$ cat src/rtl/cordic_atan_lut.sv
// Arctangent ROM for the iterative CORDIC rotator: atan(2^-i) in Q2.16, plus registered copy and end-of-table flag.
// Optional sticky out-of-range flag enabled by defining LUT_RANGE_CHECK_EN.
module cordic_atan_lut #(
  parameter int IDX_W = 5,
  parameter int ANG_W = 18
) (
  input  logic                    clock,
  input  logic                    reset_n,
  input  logic [IDX_W-1:0]        index,
  output logic signed [ANG_W-1:0] return_angle,
  output logic signed [ANG_W-1:0] angle_q,
  output logic                    last_q,
  output logic                    range_err
);

  localparam int TAB_N = 2 ** IDX_W;
  localparam logic [IDX_W-1:0] LAST_IDX = IDX_W'(16);
  localparam logic signed [ANG_W-1:0] ONE_LSB = ANG_W'(1);

  // Constants are Q2.16 (round(atan(2^-i) * 65536)); only ANG_W = 18 is meaningful.
  localparam logic signed [ANG_W-1:0] ATAN_TAB [0:TAB_N-1] = '{
    0:  ANG_W'(51472),
    1:  ANG_W'(30386),
    2:  ANG_W'(16055),
    3:  ANG_W'(8150),
    4:  ANG_W'(4091),
    5:  ANG_W'(2047),
    6:  ANG_W'(1024),
    7:  ANG_W'(512),
    8:  ANG_W'(256),
    9:  ANG_W'(128),
    10: ANG_W'(64),
    11: ANG_W'(32),
    12: ANG_W'(16),
    13: ANG_W'(8),
    14: ANG_W'(4),
    15: ANG_W'(2),
    16: ANG_W'(1),
    default: ANG_W'(0)
  };

  // Same-cycle read path into the CORDIC angle accumulator.
  always_comb begin
    return_angle = ATAN_TAB[index];
  end

  always_ff @(posedge clock or negedge reset_n) begin
    if (!reset_n) begin
      angle_q <= '0;
      last_q  <= 1'b0;
    end else begin
      angle_q <= return_angle;
      last_q  <= (return_angle == ONE_LSB);
    end
  end

`ifdef LUT_RANGE_CHECK_EN
  // Sticky: any sample past the last non-zero entry is remembered until reset.
  always_ff @(posedge clock or negedge reset_n) begin
    if (!reset_n) begin
      range_err <= 1'b0;
    end else if (index > LAST_IDX) begin
      range_err <= 1'b1;
    end
  end
`else
  assign range_err = 1'b0;
`endif

endmodule

$ cat config.mk
export PLATFORM = sky130hd
export DESIGN_NAME = cordic_atan_lut
export DESIGN_NICKNAME = d
export VERILOG_FILES = /design/src/rtl/cordic_atan_lut.sv
export SDC_FILE = /design/constraint.sdc
export NUM_CORES = 1
export LEC_CHECK = 0
export CELL_PAD_IN_SITES_DETAIL_PLACEMENT = 0
export CELL_PAD_IN_SITES_GLOBAL_PLACEMENT = 1
export CORE_ASPECT_RATIO = 0.7
export CORE_MARGIN = 2
export CORE_UTILIZATION = 25
export CTS_CLUSTER_DIAMETER = 30
export CTS_CLUSTER_SIZE = 16
export DETAILED_ROUTE_END_ITERATION = 6
export PLACE_DENSITY = 0.77
export SETUP_SLACK_MARGIN = 0.3
export SYNTH_ARGS = -nofsm -noshare
export SYNTH_HDL_FRONTEND = slang
export SYNTH_SLANG_ARGS = --single-unit
$ cat constraint.sdc
create_clock -name clock -period 1.2 [get_ports clock]
set_input_delay 0.24 -clock clock [delete_from_list [all_inputs] [get_ports clock]]
set_output_delay 0.24 -clock clock [all_outputs]
set_load 0.05 [all_outputs]
==> PnR_summary.wiki <==
{| class="wikitable"
! Metric !! Value
|-
| CTS clk-pin slew, worst paths || 70 ps
|-
| Initial antenna violation count || 0
|-
| Total clock sinks || 17
|-
| Post-route DRC || 0
|-
| Internal cell power || 1260 uW
|-
| Part of the total power dissipated in the clock network || 0.219
|-
| Area of the die || 3820 um2
|-
| Wirelength per Cell || 15.7 um
|-
| Critical path fanouts, max || 4
|-
| Areal power density over the cells || 827 nW/um2
|-
| DRT Pass-1 Iters || 4
|-
| Mean area per synthesized cell || 10.5 um2
|-
| Total of endpoints with negative setup slack in the final report || 16
|-
| Antenna violation net count after detailed routing || 0
|-
| Reported max-cap violation count || 0
|-
| Arrival @ worst endpoint || 1350 ps
|-
| Maximum number of buffers from clock root to sink || 2
|-
| Setup repair after global routing missed its margin || yes
|-
| Starting utilization of the core area || 0.263
|-
| Failing checks || negative setup slack
|-
| Yosys warns || 0
|-
| Worst-case vdd ir drop || 0.000575 V
|-
| Post-Place Cell Area || 2020 um2
|-
| 1st-iter DRT viols || 23
|-
| Wl on met1 || 1280 um
|-
| Final min period || 1590 ps
|-
| Switching Share || 0.360
|-
| Register bit total from synthesis || 17
|-
| Share of synthesized registers carrying an async set or reset || 1.00
|-
| Capturing element type of the critical path || output pin
|-
| Proportion of synthesized chip area in sequential cells || 0.511
|-
| Worst hold path class || input pin to asynchronous set/reset pin
|-
| Final hold violation count || 0
|-
| Maximum clock frequency || 0.628 GHz
|-
| Final non-filler cell area || 2370 um2
|-
| Clock root cell || sky130_fd_sc_hd__clkbuf_8
|-
| Total grt overflow || 0
|-
| Crit share post-route || 1.33
|-
| Most used flip-flop cell after synthesis || sky130_fd_sc_hd__dfrtp_1
|-
| Leakage power of the design || 0.00101 uW
|-
| Critical Path Start Type || input pin
|-
| Post-Synthesis Cells || 79
|-
| Logic pwr share || 0.464
|-
| Hold Worst Slack || 317 ps
|-
| Outcome || finished with violations
|-
| Maximum number of pins on one net before global-route repair || 18
|-
| Kind of critical path || input pin to output pin
|-
| Sum of net half-perimeters after detailed placement || 2170 um
|-
| Area inside the core boundary || 3170 um2
|-
| Met2 wire length || 1660 um
|-
| Most common cell after layout, fill and taps aside || sky130_fd_sc_hd__buf_12
|-
| Antenna Diode Count || 0
|-
| Number of global-route vias before repair || 1,035
|-
| Area Overhead vs Synth || 185%
|-
| Net load switching power || 706 uW
|-
| Commonest cells after routing, fill and taps aside || 30 x sky130_fd_sc_hd__buf_12, 28 x sky130_fd_sc_hd__buf_6, 24 x sky130_fd_sc_hd__buf_4
|-
| Final non-filler cell total || 200
|-
| Final Max Tran Viols || 0
|-
| Global-route wire length before repair || 5160 um
|-
| Fill cells || 194
|-
| Post-synth EDFFs || 0
|-
| TritonCTS buffer count || 3
|-
| Clock tree from TritonCTS || done
|-
| DRT Wirelength || 3140 um
|-
| Final Wtd Congestion || 0.886
|-
| Port-buffer cells || 39
|-
| Total I/O pin count || 45
|-
| Final cell utilization of the core || 0.749
|-
| Post-synthesis cell type count || 24
|-
| Max H-tree Level || 1
|-
| GRT Overall Usage || 0.182
|-
| Routed via count || 913
|-
| # placed instances || 182
|-
| Sequential share of power || 0.317
|-
| Placement row count || 17
|-
| Horizontal die dimension || 73.0 um
|-
| Final Worst Setup Slack || -393 ps
|-
| Average via count per standard cell || 4.57
|-
| Final-stage net count || 177
|-
| Post-Synthesis Cell Area || 833 um2
|-
| Die height || 52.3 um
|-
| Fraction of final layout cells sized beyond drive strength 1 || 0.796
|-
| Required @ worst endpoint || 960 ps
|-
| Top layer reached by signal wires || met4
|-
| Routed met3 length || 186 um
|}
[metrics by stage]
stage | TNS (ps) | setup slack [ps] | total power, uW
3_3_place_gp | -19080 | -842 | 1410
4_1_cts | -4420 | -380 | 1950
5_1_grt | -4920 | -424 | 2050
2_1_floorplan | -3320 | -239 | 1070
3_5_place_dp | -20370 | -894 | 1420
6_report | -4440 | -393 | 1960
[synth_stat cells, types with 2 or more instances]
cell type,instances,area share
sky130_fd_sc_hd__nor3_1,4,0.024
sky130_fd_sc_hd__a211oi_1,7,0.063
sky130_fd_sc_hd__dfrtp_1,17,0.51
sky130_fd_sc_hd__nand2_1,3,0.014
sky130_fd_sc_hd__nand3_1,2,0.012
sky130_fd_sc_hd__buf_4,7,0.063
sky130_fd_sc_hd__nor2_1,6,0.027
sky130_fd_sc_hd__o21ai_0,2,0.012
sky130_fd_sc_hd__inv_1,3,0.014
sky130_fd_sc_hd__ha_1,7,0.11
sky130_fd_sc_hd__a21oi_1,8,0.048
[power groups by stage]
stage / Clock (uW) / Sequential [uW] / Combinational (uW)
after floorplan: 0 / 715 / 353
after global placement: 0 / 632 / 776
after detailed placement: 0 / 634 / 790
after CTS: 447 / 623 / 877
after global routing: 482 / 625 / 945
final: 430 / 622 / 910
[logic make-up (layout without fill, tap and decap cells)]
family                     after synthesis  count (layout)  synth area share
other                                    1               5           0.00450
AOI/OAI and AO/OA                       20              20             0.149
adders and majority gates                7               7             0.105
buffers and inverters                   13              92             0.101
DFF                                     17              17             0.511
and+or+nand+nor                         21              21             0.131
[flip-flops by register name (all words and copies together), names as in the netlist]
| signal | flops |
|---|---|
| last_q | 1 |
| angle_q | 16 |
[critical path, stage by stage]
cell,delay (ps)
sky130_fd_sc_hd__buf_8,80
sky130_fd_sc_hd__clkinvlp_4,130
sky130_fd_sc_hd__buf_6,150
sky130_fd_sc_hd__ha_4,170
sky130_fd_sc_hd__nor2_4,110
sky130_fd_sc_hd__o21bai_4,90
sky130_fd_sc_hd__a21oi_4,210
sky130_fd_sc_hd__buf_12,160
[timing repair]
action / in CTS / in global routing
pin swaps: 22 / 15
gates cloned: 0 / 0
gates resized for setup: 63 / 12
endpoints found under the setup margin: 50 / 45
setup buffers: 10 / 4
hold buffers: 0 / 0
[per-layer routing]
metal  up-vias  track usage
li1        423            -
met1       446        0.223
met2        42        0.320
met3         2       0.0481
met4         0       0.0401
met5         -            0
[final timing paths]
| check | end | depth (start not counted) | startpoint | slack, ps |
|---|---|---|---|---|
| max | return_angle[1] | 8 | index[0] | -390 |
| min in group clock | angle_q[14] | 3 | index[1] | 370 |
| max in group asynchronous | angle_q[6] | 2 | reset_n | 680 |
| min | angle_q[11] | 2 | reset_n | 320 |
[final cells by class]
class | instances | area, um2 | area share
Timing Repair Buffer | 85 | 1130 | 0.475
Multi-Input combinational cell | 53 | 706 | 0.297
Sequential cell | 17 | 425 | 0.179
Tap cell | 38 | 47.5 | 0.0200
Clock buffer | 4 | 45.0 | 0.0190
Inverter | 3 | 22.5 | 0.00949
Note: power is estimated with default switching activity, not from simulation.
